==> src/rtl/mlaccel_cmd_sequencer_if.sv <==
// rtl/mlaccel_cmd_sequencer_if.sv - host byte stream, code-memory port and core control bundle
interface mlaccel_cmd_sequencer_if #(
  parameter int CODE_AW = 10
);
  logic               frm_start;
  logic               frm_end;
  logic               rx_valid;
  logic [7:0]         rx_data;
  logic               tx_req;
  logic [7:0]         tx_data;
  logic               cmem_wen;
  logic               cmem_ren;
  logic [CODE_AW-1:0] cmem_addr;
  logic [31:0]        cmem_wdata;
  logic [31:0]        cmem_rdata;
  logic               core_start;
  logic [15:0]        core_addr;
  logic               core_busy;
  logic               core_err;
  logic               qpi_rdy;
  logic               qpi_err;

  modport master (
    input  frm_start, frm_end, rx_valid, rx_data, tx_req, cmem_rdata, core_busy, core_err,
    output tx_data, cmem_wen, cmem_ren, cmem_addr, cmem_wdata, core_start, core_addr,
           qpi_rdy, qpi_err
  );

  modport slave (
    output frm_start, frm_end, rx_valid, rx_data, tx_req, cmem_rdata, core_busy, core_err,
    input  tx_data, cmem_wen, cmem_ren, cmem_addr, cmem_wdata, core_start, core_addr,
           qpi_rdy, qpi_err
  );
endinterface

==> src/rtl/mlaccel_cmd_sequencer.sv <==
// rtl/mlaccel_cmd_sequencer.sv - host command decoder, code-memory loader/reader and core launcher
module mlaccel_cmd_sequencer #(
  parameter int CODE_AW = 10
) (
  input  logic                    clock,
  input  logic                    resetn,
  mlaccel_cmd_sequencer_if.master bus
);
  localparam int         STATUS_W  = 8;
  localparam logic [7:0] OP_STATUS = 8'h20;
  localparam logic [7:0] OP_WRITE  = 8'h21;
  localparam logic [7:0] OP_READ   = 8'h23;
  localparam logic [7:0] OP_START  = 8'h25;

  typedef enum logic [2:0] {
    S_IDLE, S_CMD, S_STATUS, S_WRITE, S_RD_HDR, S_RD_DATA, S_ST_HDR, S_DRAIN
  } state_e;

  state_e             state_q, state_d;
  logic [1:0]         bcnt_q, bcnt_d;
  logic [1:0]         hcnt_q, hcnt_d;
  logic [31:0]        shreg_q, shreg_d;
  logic [CODE_AW-1:0] waddr_q, waddr_d;
  logic [CODE_AW-1:0] raddr_q, raddr_d;
  logic [7:0]         wleft_q, wleft_d;
  logic [31:0]        rword_q, rword_d;
  logic               rpend_q, rpend_d;
  logic               have_q, have_d;
  logic [1:0]         bsel_q, bsel_d;
  logic               core_start_q, core_start_d;
  logic [15:0]        core_addr_q, core_addr_d;
  logic               err_q, err_d;

  logic                byte_ok, avail, wen_c, ren_c, err_set, err_clr;
  logic [31:0]         cur_word;
  logic [15:0]         hdr_addr;
  logic [STATUS_W-1:0] status_byte;
  logic [7:0]          tx_c;

  always_ff @(posedge clock or negedge resetn) begin
    if (!resetn) begin
      state_q      <= S_IDLE;
      bcnt_q       <= '0;
      hcnt_q       <= '0;
      shreg_q      <= '0;
      waddr_q      <= '0;
      raddr_q      <= '0;
      wleft_q      <= '0;
      rword_q      <= '0;
      rpend_q      <= 1'b0;
      have_q       <= 1'b0;
      bsel_q       <= '0;
      core_start_q <= 1'b0;
      core_addr_q  <= '0;
      err_q        <= 1'b0;
    end else begin
      state_q      <= state_d;
      bcnt_q       <= bcnt_d;
      hcnt_q       <= hcnt_d;
      shreg_q      <= shreg_d;
      waddr_q      <= waddr_d;
      raddr_q      <= raddr_d;
      wleft_q      <= wleft_d;
      rword_q      <= rword_d;
      rpend_q      <= rpend_d;
      have_q       <= have_d;
      bsel_q       <= bsel_d;
      core_start_q <= core_start_d;
      core_addr_q  <= core_addr_d;
      err_q        <= err_d;
    end
  end

  always_comb begin
    state_d      = state_q;
    bcnt_d       = bcnt_q;
    hcnt_d       = hcnt_q;
    shreg_d      = shreg_q;
    waddr_d      = waddr_q;
    raddr_d      = raddr_q;
    wleft_d      = wleft_q;
    rword_d      = rword_q;
    rpend_d      = ren_c;
    have_d       = have_q;
    bsel_d       = bsel_q;
    core_start_d = 1'b0;
    core_addr_d  = core_addr_q;
    err_set      = bus.core_err;
    err_clr      = 1'b0;

    // Read data arrives one cycle after the strobe; capture it for the remaining three bytes.
    if (rpend_q) begin
      rword_d = bus.cmem_rdata;
      have_d  = 1'b1;
    end

    if (bus.frm_end) begin
      state_d = S_IDLE;
    end else if (bus.frm_start) begin
      if (state_q != S_IDLE) err_set = 1'b1;
      state_d = S_CMD;
    end else begin
      case (state_q)
        S_CMD: begin
          if (bus.rx_valid) begin
            bcnt_d = '0;
            hcnt_d = '0;
            case (bus.rx_data)
              OP_STATUS: state_d = S_STATUS;
              OP_WRITE: begin
                state_d = S_WRITE;
                waddr_d = '0;
              end
              OP_READ: begin
                state_d = S_RD_HDR;
                have_d  = 1'b0;
                wleft_d = '0;
                bsel_d  = '0;
              end
              OP_START: state_d = S_ST_HDR;
              default: begin
                err_set = 1'b1;
                state_d = S_DRAIN;
              end
            endcase
          end
        end
        S_STATUS: begin
          if (bus.tx_req) begin
            bcnt_d = 2'd1;
            if (bcnt_q == 2'd0) err_clr = 1'b1;
          end
        end
        S_WRITE: begin
          if (bus.rx_valid) begin
            shreg_d = {bus.rx_data, shreg_q[31:8]};
            bcnt_d  = bcnt_q + 2'd1;
            if (bcnt_q == 2'd3) waddr_d = waddr_q + CODE_AW'(1);
          end
        end
        S_RD_HDR: begin
          if (bus.rx_valid) begin
            hcnt_d = hcnt_q + 2'd1;
            if (hcnt_q == 2'd0) begin
              shreg_d[7:0] = bus.rx_data;
            end else if (hcnt_q == 2'd1) begin
              raddr_d = hdr_addr[CODE_AW-1:0];
            end else begin
              state_d = S_RD_DATA;
              bsel_d  = '0;
              if (bus.rx_data != 8'h00) begin
                raddr_d = raddr_q + CODE_AW'(1);
                wleft_d = bus.rx_data - 8'd1;
              end
            end
          end
        end
        S_RD_DATA: begin
          if (bus.tx_req && avail) begin
            bsel_d = bsel_q + 2'd1;
            if (bsel_q == 2'd3) begin
              if (wleft_q != 8'h00) begin
                raddr_d = raddr_q + CODE_AW'(1);
                wleft_d = wleft_q - 8'd1;
              end else begin
                have_d = 1'b0;
              end
            end
          end
        end
        S_ST_HDR: begin
          if (bus.rx_valid) begin
            if (hcnt_q == 2'd0) begin
              shreg_d[7:0] = bus.rx_data;
              hcnt_d       = 2'd1;
            end else begin
              state_d = S_DRAIN;
              if (bus.core_busy) begin
                err_set = 1'b1;
              end else begin
                core_start_d = 1'b1;
                core_addr_d  = hdr_addr;
              end
            end
          end
        end
        default: ;
      endcase
    end

    // A fresh fault outranks the read-clear so it is never lost.
    if (err_set)      err_d = 1'b1;
    else if (err_clr) err_d = 1'b0;
    else              err_d = err_q;
  end

  always_comb begin
    byte_ok     = bus.rx_valid & ~bus.frm_end & ~bus.frm_start;
    avail       = rpend_q | have_q;
    cur_word    = rpend_q ? bus.cmem_rdata : rword_q;
    hdr_addr    = {bus.rx_data, shreg_q[7:0]};
    status_byte = {5'b0, err_q, bus.core_err, bus.core_busy};
    wen_c       = (state_q == S_WRITE) && byte_ok && (bcnt_q == 2'd3);
    // Next word is fetched on the last byte of the current one so a back-to-back request sees fresh data.
    ren_c       = ((state_q == S_RD_HDR) && byte_ok && (hcnt_q == 2'd2) && (bus.rx_data != 8'h00)) ||
                  ((state_q == S_RD_DATA) && bus.tx_req && !bus.frm_end && !bus.frm_start &&
                   avail && (bsel_q == 2'd3) && (wleft_q != 8'h00));
    tx_c        = 8'h00;
    case (state_q)
      S_STATUS:  tx_c = status_byte;
      S_RD_DATA: if (avail) tx_c = cur_word[8*bsel_q +: 8];
      default:   tx_c = 8'h00;
    endcase
  end

  assign bus.tx_data    = tx_c;
  assign bus.cmem_wen   = wen_c;
  assign bus.cmem_ren   = ren_c;
  assign bus.cmem_addr  = (state_q == S_WRITE) ? waddr_q : raddr_q;
  assign bus.cmem_wdata = wen_c ? {bus.rx_data, shreg_q[31:8]} : 32'h0;
  assign bus.core_start = core_start_q;
  assign bus.core_addr  = core_addr_q;
  assign bus.qpi_rdy    = (state_q == S_IDLE) & ~bus.core_busy & ~core_start_q;
  assign bus.qpi_err    = err_q;
endmodule

==> src/flat_wrapper.sv <==
// flat-port wrapper written by rule: the top's interface ports become plain ports
module mlaccel_cmd_sequencer_flat 
#(
  parameter int CODE_AW = 10
)
  (clock, resetn, bus_frm_start, bus_frm_end, bus_rx_valid, bus_rx_data, bus_tx_req, bus_cmem_rdata, bus_core_busy, bus_core_err, bus_tx_data, bus_cmem_wen, bus_cmem_ren, bus_cmem_addr, bus_cmem_wdata, bus_core_start, bus_core_addr, bus_qpi_rdy, bus_qpi_err);
  mlaccel_cmd_sequencer_if #(.CODE_AW(CODE_AW)) bus_i ();
  input  logic clock;
  input  logic resetn;
  input wire logic [$bits(bus_i.frm_start)-1:0] bus_frm_start;
  input wire logic [$bits(bus_i.frm_end)-1:0] bus_frm_end;
  input wire logic [$bits(bus_i.rx_valid)-1:0] bus_rx_valid;
  input wire logic [$bits(bus_i.rx_data)-1:0] bus_rx_data;
  input wire logic [$bits(bus_i.tx_req)-1:0] bus_tx_req;
  input wire logic [$bits(bus_i.cmem_rdata)-1:0] bus_cmem_rdata;
  input wire logic [$bits(bus_i.core_busy)-1:0] bus_core_busy;
  input wire logic [$bits(bus_i.core_err)-1:0] bus_core_err;
  output wire logic [$bits(bus_i.tx_data)-1:0] bus_tx_data;
  output wire logic [$bits(bus_i.cmem_wen)-1:0] bus_cmem_wen;
  output wire logic [$bits(bus_i.cmem_ren)-1:0] bus_cmem_ren;
  output wire logic [$bits(bus_i.cmem_addr)-1:0] bus_cmem_addr;
  output wire logic [$bits(bus_i.cmem_wdata)-1:0] bus_cmem_wdata;
  output wire logic [$bits(bus_i.core_start)-1:0] bus_core_start;
  output wire logic [$bits(bus_i.core_addr)-1:0] bus_core_addr;
  output wire logic [$bits(bus_i.qpi_rdy)-1:0] bus_qpi_rdy;
  output wire logic [$bits(bus_i.qpi_err)-1:0] bus_qpi_err;
  assign bus_i.frm_start = bus_frm_start;
  assign bus_i.frm_end = bus_frm_end;
  assign bus_i.rx_valid = bus_rx_valid;
  assign bus_i.rx_data = bus_rx_data;
  assign bus_i.tx_req = bus_tx_req;
  assign bus_i.cmem_rdata = bus_cmem_rdata;
  assign bus_i.core_busy = bus_core_busy;
  assign bus_i.core_err = bus_core_err;
  assign bus_tx_data = bus_i.tx_data;
  assign bus_cmem_wen = bus_i.cmem_wen;
  assign bus_cmem_ren = bus_i.cmem_ren;
  assign bus_cmem_addr = bus_i.cmem_addr;
  assign bus_cmem_wdata = bus_i.cmem_wdata;
  assign bus_core_start = bus_i.core_start;
  assign bus_core_addr = bus_i.core_addr;
  assign bus_qpi_rdy = bus_i.qpi_rdy;
  assign bus_qpi_err = bus_i.qpi_err;
  mlaccel_cmd_sequencer #(.CODE_AW(CODE_AW)) u_core (.clock(clock), .resetn(resetn), .bus(bus_i));
endmodule
==> config.mk <==
export PLATFORM = sky130hd
export DESIGN_NAME = mlaccel_cmd_sequencer_flat
export DESIGN_NICKNAME = d
export VERILOG_FILES = /design/src/rtl/mlaccel_cmd_sequencer_if.sv /design/src/rtl/mlaccel_cmd_sequencer.sv /design/src/flat_wrapper.sv
export SDC_FILE = /design/constraint.sdc
export NUM_CORES = 1
export LEC_CHECK = 0
export BUFFER_PORTS_ARGS = -buffer_cell sky130_fd_sc_hd__buf_2
export CAP_MARGIN = 20
export CORE_UTILIZATION = 40
export DETAILED_ROUTE_END_ITERATION = 6
export PLACE_DENSITY = 0.72
export RECOVER_POWER = 100
export SLEW_MARGIN = 30
export SYNTH_ARGS = -nofsm -noshare
export SYNTH_HDL_FRONTEND = slang
export SYNTH_SLANG_ARGS = --single-unit
==> constraint.sdc <==
create_clock -name clock -period 2.8 [get_ports clock]
set_clock_uncertainty 0.05 [all_clocks]
set_input_delay 0.14 -clock clock [delete_from_list [all_inputs] [get_ports clock]]
set_output_delay 0.14 -clock clock [all_outputs]
set_load 0.05 [all_outputs]
==> flow_metrics.py, run 1 <==
metrics = {
    "min_path": {
        "hp-class": "in -> reg",
        "worstHoldStart": "bus_frm_end",
        "worstHoldPathCells": 3,
        "min_to": "u_core.state_q[1]",
    },
    "grt": {
        "grt_usage_pct": 21.1,
        "overflow": 0,
        "grt_pass1_vias": 5410,
        "antenna_found_initial": 0,
        "grt_max_degree": 59,
        "grt_pass1_wl_um": 27300,
    },
    "finish": {
        "drive_above_1_share_pct": 23.5,
        "post-route-cell-area_mm2": 0.00835,
        "nets": 869,
        "antenna_cells": 0,
        "area_growth_pct": 27.0,
    },
    "cts": {
        "clk_pin_slew_ns": 0.05,
        "cts_resized": 0,
        "clockRootBuffer": "clkbuf_16",
        "numCtsBuffers": 17,
        "postCtsSetupBuffers": 0,
        "cts_tree": "done",
        "cts-htree-levels": 4,
        "ctsHoldBuffers": 38,
        "clk_latency_ns": 0.42,
        "cts_max_path_buffers": 2,
        "clock_sinks": 121,
    },
    "floorplanning": {
        "io_pins": 119,
        "std_cell_rows": 46,
        "dieArea_mm2": 0.0169,
        "start_util_pct": 41.2,
        "die_h_um": 130,
        "core_area_mm2": 0.0159,
        "die-width_um": 130,
    },
    "sta": {
        "max_slew_margin_pct": -24.1,
        "setup_viol": 0,
        "fmax_mhz": 395,
        "rsz0062_at_grt": "no",
        "hold_violations": 0,
        "min_period_ns": 2.53,
        "fin_crit_sh_pct": 90.4,
        "final_max_slew_viol_count": 32,
        "worstMarginPinSlew_ns": 1.86,
        "setup-tns-final_ns": 0,
    },
    "logic_synthesis": {
        "synth_edf_count": 0,
        "synth_top_area_share_pct": 46.1,
        "seq_area_frac_synth_pct": 46.1,
        "synth.distinct_cells": 68,
        "synth_top_cell_by_area": "dfrtp_1",
        "synth_top_flop_cell": "dfrtp_1",
        "avgSynthCellArea_um2": 10.0,
        "synth-seq-cells": 121,
        "ys_async_sr_fraction_pct": 100,
        "yosysMostFrequentCell": "dfrtp_1",
        "synth.area.top_cells": "dfrtp_1 46%, mux2_2 13%, nand2_1 4.3%",
        "synthTopCellsByCount": "121 x dfrtp_1, 76 x nand2_1, 74 x mux2_2",
        "syn-cell-area_mm2": 0.00657,
        "yosysWarnings": 0,
        "syn_inst": 654,
        "synth_fp_nets": 711,
    },
    "worst_setup_path": {
        "reg2reg_to": "u_core.bus.core_addr[10]",
        "r2r_start": "u_core.state_q[0]",
        "cp_max_fo": 33,
        "rrSetupSlack_ns": 0.39,
        "arrival_ns": 2.34,
        "endpoint_kind": "output port",
        "required_ns": 2.61,
        "crit_type": "reg -> out",
        "r2r_cells": 5,
        "startpoint_type": "flip-flop",
    },
    "run": {
        "maxCapViolCount": 1,
    },
    "power_and_ir_drop": {
        "ir_worst_vdd_uv": 398,
        "p_leak_nw": 3.97,
        "powerDensity_mw_per_mm2": 586,
    },
    "routing": {
        "wire_per_inst_um": 16.4,
        "vias": 5573,
        "drc_errors": 0,
        "via_per_inst": 5.35,
        "wl_um": 17100,
        "drtAntennaViolNets": 0,
        "drt_iter0_markers": 290,
        "dr.pass1.iters": 5,
    },
    "run_status": {
        "violations": "max-capacitance violations, max-slew violations",
        "status": "finished, violations left",
    },
    "place": {
        "dpl_cell_area_mm2": 0.00742,
        "routabilityCongestion": 0.876,
        "hpwl_um": 11400,
        "io_buffers": 118,
    },
}
[stage by stage]
step	instances	utilization, %	power [W]	worst slack (ns)	hold slack [ns]
after global routing	1041	52.3	0.00508	0.133	0.0136
after floorplan	654	-	0.00232	0.275	-0.206
after detailed placement	971	46.5	0.00253	0.656	0.0741
after CTS	1041	52.9	0.00493	0.350	0.00303
after global placement	971	46.5	0.00252	0.701	0.0743
final	1041	52.3	0.00489	0.268	0.0236
[cells in the final DEF (no fill, tap or decap), types with 3 or more instances in the layout]
cell type,instances
nor3_1,7
nor2_1,50
mux2_2,52
a31oi_1,15
xnor2_1,3
nor2b_1,4
clkbuf_16,17
mux2i_1,21
buf_4,17
dlygate4sd3_1,38
o22ai_1,3
o21ai_0,43
or3_1,4
clkbuf_2,35
a41oi_1,3
buf_2,47
a21oi_1,17
nand3_1,19
dfrtp_1,121
nor4_1,3
ha_1,9
nand2b_1,8
nand4_1,19
a2bb2oi_1,9
nor3b_1,5
inv_1,16
and3_1,6
clkbuf_1,41
mux2_1,26
and2_1,30
bufinv_16,4
nand2_1,76
clkinv_4,3
[logic make-up (layout without fill, tap and decap cells)]
logic type | Yosys count | count (layout) | synth area share [%]
compound gates | 114 | 114 | 11.3
xor+xnor | 4 | 4 | 0.533
fa+ha+maj | 9 | 9 | 1.71
buf+inv | 58 | 229 | 4.10
flops | 121 | 121 | 46.1
mux | 99 | 99 | 16.6
simple gates | 249 | 249 | 19.7
[where the power goes]
| group | internal, W | total [W] | switching [W] |
|---|---|---|---|
| clock | 0.00153 | 0.00236 | 0.000831 |
| sequential | 0.00184 | 0.00193 | 0.0000844 |
| combinational | 0.000229 | 0.000607 | 0.000377 |
[how the worst max path moves through the flow]
stage | from | endpoint
after floorplan | u_core.state_q[2] | bus_tx_data[0]
after global placement | u_core.state_q[0] | u_core.bus.core_addr[11]
after detailed placement | u_core.state_q[0] | u_core.bus.core_addr[12]
after CTS | u_core.rpend_q | bus_tx_data[2]
after global routing | u_core.state_q[1] | bus_tx_data[5]
final | u_core.rpend_q | bus_tx_data[6]
[sequential cells by signal, indices dropped and copies added (netlist names)]
register and flops:
u_core.rpend_q 1, u_core.bsel_q 2, u_core.wleft_q 8, u_core.state_q 3, u_core.bus.core_start 1, u_core.bus.qpi_err 1, u_core.bcnt_q 2, u_core.bus.core_addr 16
u_core.have_q 1, u_core.waddr_q 10, u_core.raddr_q 10, u_core.rword_q 32, u_core.hcnt_q 2, u_core.shreg_q 32
[metal layers]
metal	GRT usage (%)	vias up	wire length [um]
li1	-	2666	-
met1	27.1	2696	7890
met2	34.1	180	8010
met3	5.25	31	855
met4	8.48	0	326
met5	0	-	0
[final cells by class]
type	count	area, um2
Clock buffer	20	447
Clock inverter	12	190
Fill cell	1451	7600
Inverter	18	67.6
Multi-Input combinational cell	475	3250
Sequential cell	121	3030
Tap cell	216	270
Timing Repair Buffer	179	1090
[critical path, stage by stage (launching register included)]
cell and delay (ns):
dfrtp_1 0.34, buf_4 0.39, mux2_1 0.25, mux2i_1 0.08, mux2_2 0.28, nor2_1 0.09, clkbuf_1 0.49
Note: power is estimated with default switching activity, not from simulation.
==> run 2, diff against run 1 <==
--- a/config.mk
+++ b/config.mk
@@ -9,7 +9,7 @@
 export CAP_MARGIN = 20
 export CORE_UTILIZATION = 40
 export DETAILED_ROUTE_END_ITERATION = 6
-export PLACE_DENSITY = 0.72
+export PLACE_DENSITY = 0.61
 export RECOVER_POWER = 100
 export SLEW_MARGIN = 30
 export SYNTH_ARGS = -nofsm -noshare
==> flow_metrics.py, run 2 (synthesis gave the netlist of run 1 again) <==
metrics = {
    "run_status": {
        "status": "finished clean",
    },
    "cts": {
        "cts_tree": "done",
        "cts_max_path_buffers": 2,
        "clk_latency_ns": 0.42,
        "clk_pin_slew_ns": 0.06,
        "clockRootBuffer": "clkbuf_16",
        "numCtsBuffers": 17,
        "cts-htree-levels": 4,
        "clock_sinks": 121,
        "postCtsSetupBuffers": 0,
    },
    "routing": {
        "vias": 5571,
        "drc_errors": 0,
        "via_per_inst": 5.35,
        "drtAntennaViolNets": 0,
        "wl_um": 17300,
        "drt_iter0_markers": 393,
        "dr.pass1.iters": 7,
        "wire_per_inst_um": 16.6,
    },
    "place": {
        "hpwl_um": 11800,
        "pre_cts_slack_ns": 0.306,
        "dpl_cell_area_mm2": 0.00741,
        "routabilityCongestion": 0.867,
        "io_buffers": 118,
    },
    "worst_setup_path": {
        "cp_top_family": "buffers and inverters",
        "path_cells": "and3b_1 -> nand4_1 -> inv_1 -> clkbuf_4 -> and2_1 -> clkbuf_2",
        "startpoint_type": "flip-flop",
        "max_stage_delay_ns": 0.69,
        "arrival_ns": 2.46,
        "rrSetupSlack_ns": 0.22,
        "endpoint_kind": "output port",
        "required_ns": 2.61,
        "cp_max_fo": 38,
        "slowest_stage": "dfrtp_1",
        "worst-path-buf-inv": 3,
        "crit_type": "reg -> out",
    },
    "power_and_ir_drop": {
        "p_leak_nw": 3.97,
        "p_sw_w": 0.00129,
        "pwr-share-clk_pct": 43.9,
        "ir_worst_vdd_uv": 385,
        "powerDensity_mw_per_mm2": 547,
        "pwr-share-seq_pct": 42.7,
        "p_comb_share_pct": 13.4,
        "internal-power_w": 0.00323,
        "p_sw_share_pct": 28.6,
    },
    "sta": {
        "worstMarginPinSlew_ns": 1.43,
        "timing.hold.ws_ns": 0.0291,
        "worst_slack_ns": 0.149,
        "min_period_ns": 2.65,
        "rsz0062_at_grt": "no",
        "final_max_slew_viol_count": 0,
        "setup_viol": 0,
        "fin_crit_sh_pct": 94.7,
        "hold_violations": 0,
        "setup-tns-final_ns": 0,
        "max_slew_margin_pct": 4.37,
        "fmax_mhz": 377,
    },
    "floorplanning": {
        "die-width_um": 130,
        "std_cell_rows": 46,
        "core_area_mm2": 0.0159,
        "start_util_pct": 41.2,
        "die_h_um": 130,
        "dieArea_mm2": 0.0169,
        "io_pins": 119,
    },
    "finish": {
        "fin_util_pct": 51.8,
        "fill_cells": 1476,
        "final_common_cell": "dfrtp_1",
        "antenna_cells": 0,
        "final_cell_mix": "121 x dfrtp_1, 76 x nand2_1, 56 x mux2_2, 50 x nor2_1, 50 x clkbuf_2",
        "multiInputGateArea_mm2": 0.00324,
        "area_growth_pct": 25.7,
        "seq_area_mm2": 0.00303,
        "post-route-cell-area_mm2": 0.00826,
        "drive_above_1_share_pct": 25.8,
        "nets": 869,
    },
    "grt": {
        "grt_pass1_wl_um": 28000,
        "antenna_found_initial": 0,
        "grt_pass1_vias": 5528,
        "overflow": 0,
        "grt_max_degree": 56,
        "grt_usage_pct": 21.6,
    },
    "min_path": {
        "hp-class": "in -> reg",
    },
    "run": {
        "maxCapViolCount": 0,
    },
}
==> run 2: cell types whose count changed in the layout (fill, tap and decap cells not counted), sizes merged <==
cell,previous run,this run
buf,67,63
bufinv,4,0
clkbuf,94,95
clkinv,4,8
clkinvlp,2,4
dlygate4sd3,38,39
==> run 2: worst reg2reg max path: stages, from the launching register on <==
cell and delay, ns:
dfrtp_1 0.69, and2_1 0.29, nor2_1 0.06, a21oi_1 0.13
ha_1 0.34, nor3b_1 0.23, mux2i_1 0.16, nor4b_1 0.35
nand3_1 0.12, nand4_1 0.10
==> run 2: stage by stage <==
step                total power (W)  cells
floorplan                   0.00232    654
global placement            0.00252    970
detailed placement          0.00253    970
CTS                         0.00458   1041
global route                0.00473   1041
finish                      0.00452   1041
==> run 2: metal layers <==
layer	track usage [%]	routed length, um	vias to the layer above
met1	28.9	8040	2725
li1	-	-	2656
met5	0	0	-
met2	35.0	8170	166
met4	7.39	228	0
met3	4.02	858	24
==> run 2: layout make-up <==
type	instances	area share [%]
Inverter	18	0.818
Multi-Input combinational cell	475	39.3
Timing Repair Buffer	179	13.5
Tap cell	216	3.27
Clock inverter	14	1.20
Sequential cell	121	36.7
Clock buffer	18	5.32
==> run 2: power by group through the flow <==
stage                     Combinational (W)  Sequential (W)  Clock, W
after global routing               0.000670         0.00195   0.00211
after detailed placement           0.000570         0.00196         0
final                              0.000605         0.00193   0.00198
after global placement             0.000558         0.00196         0
after CTS                          0.000616         0.00193   0.00203
after floorplan                    0.000384         0.00193         0
==> run 2: repair_timing <==
| item | 4_1_cts | 5_1_grt |
|---|---|---|
| hold buffers | 39 | 0 |
| resized for setup | 0 | 0 |
| hold endpoints to repair | 90 | 0 |
==> run 2: path summary, 6_finish.rpt <==
check	endpoint	cells after the start	start
min in group asynchronous	u_core.rword_q[6]	2	resetn
min	u_core.shreg_q[7]	3	bus_rx_data[7]
max reg2reg	u_core.wleft_q[4]	9	u_core.state_q[0]
max	bus_cmem_wdata[6]	6	u_core.state_q[0]
min reg2reg	u_core.rword_q[6]	1	u_core.rword_q[6]
max in group asynchronous	u_core.shreg_q[13]	3	resetn
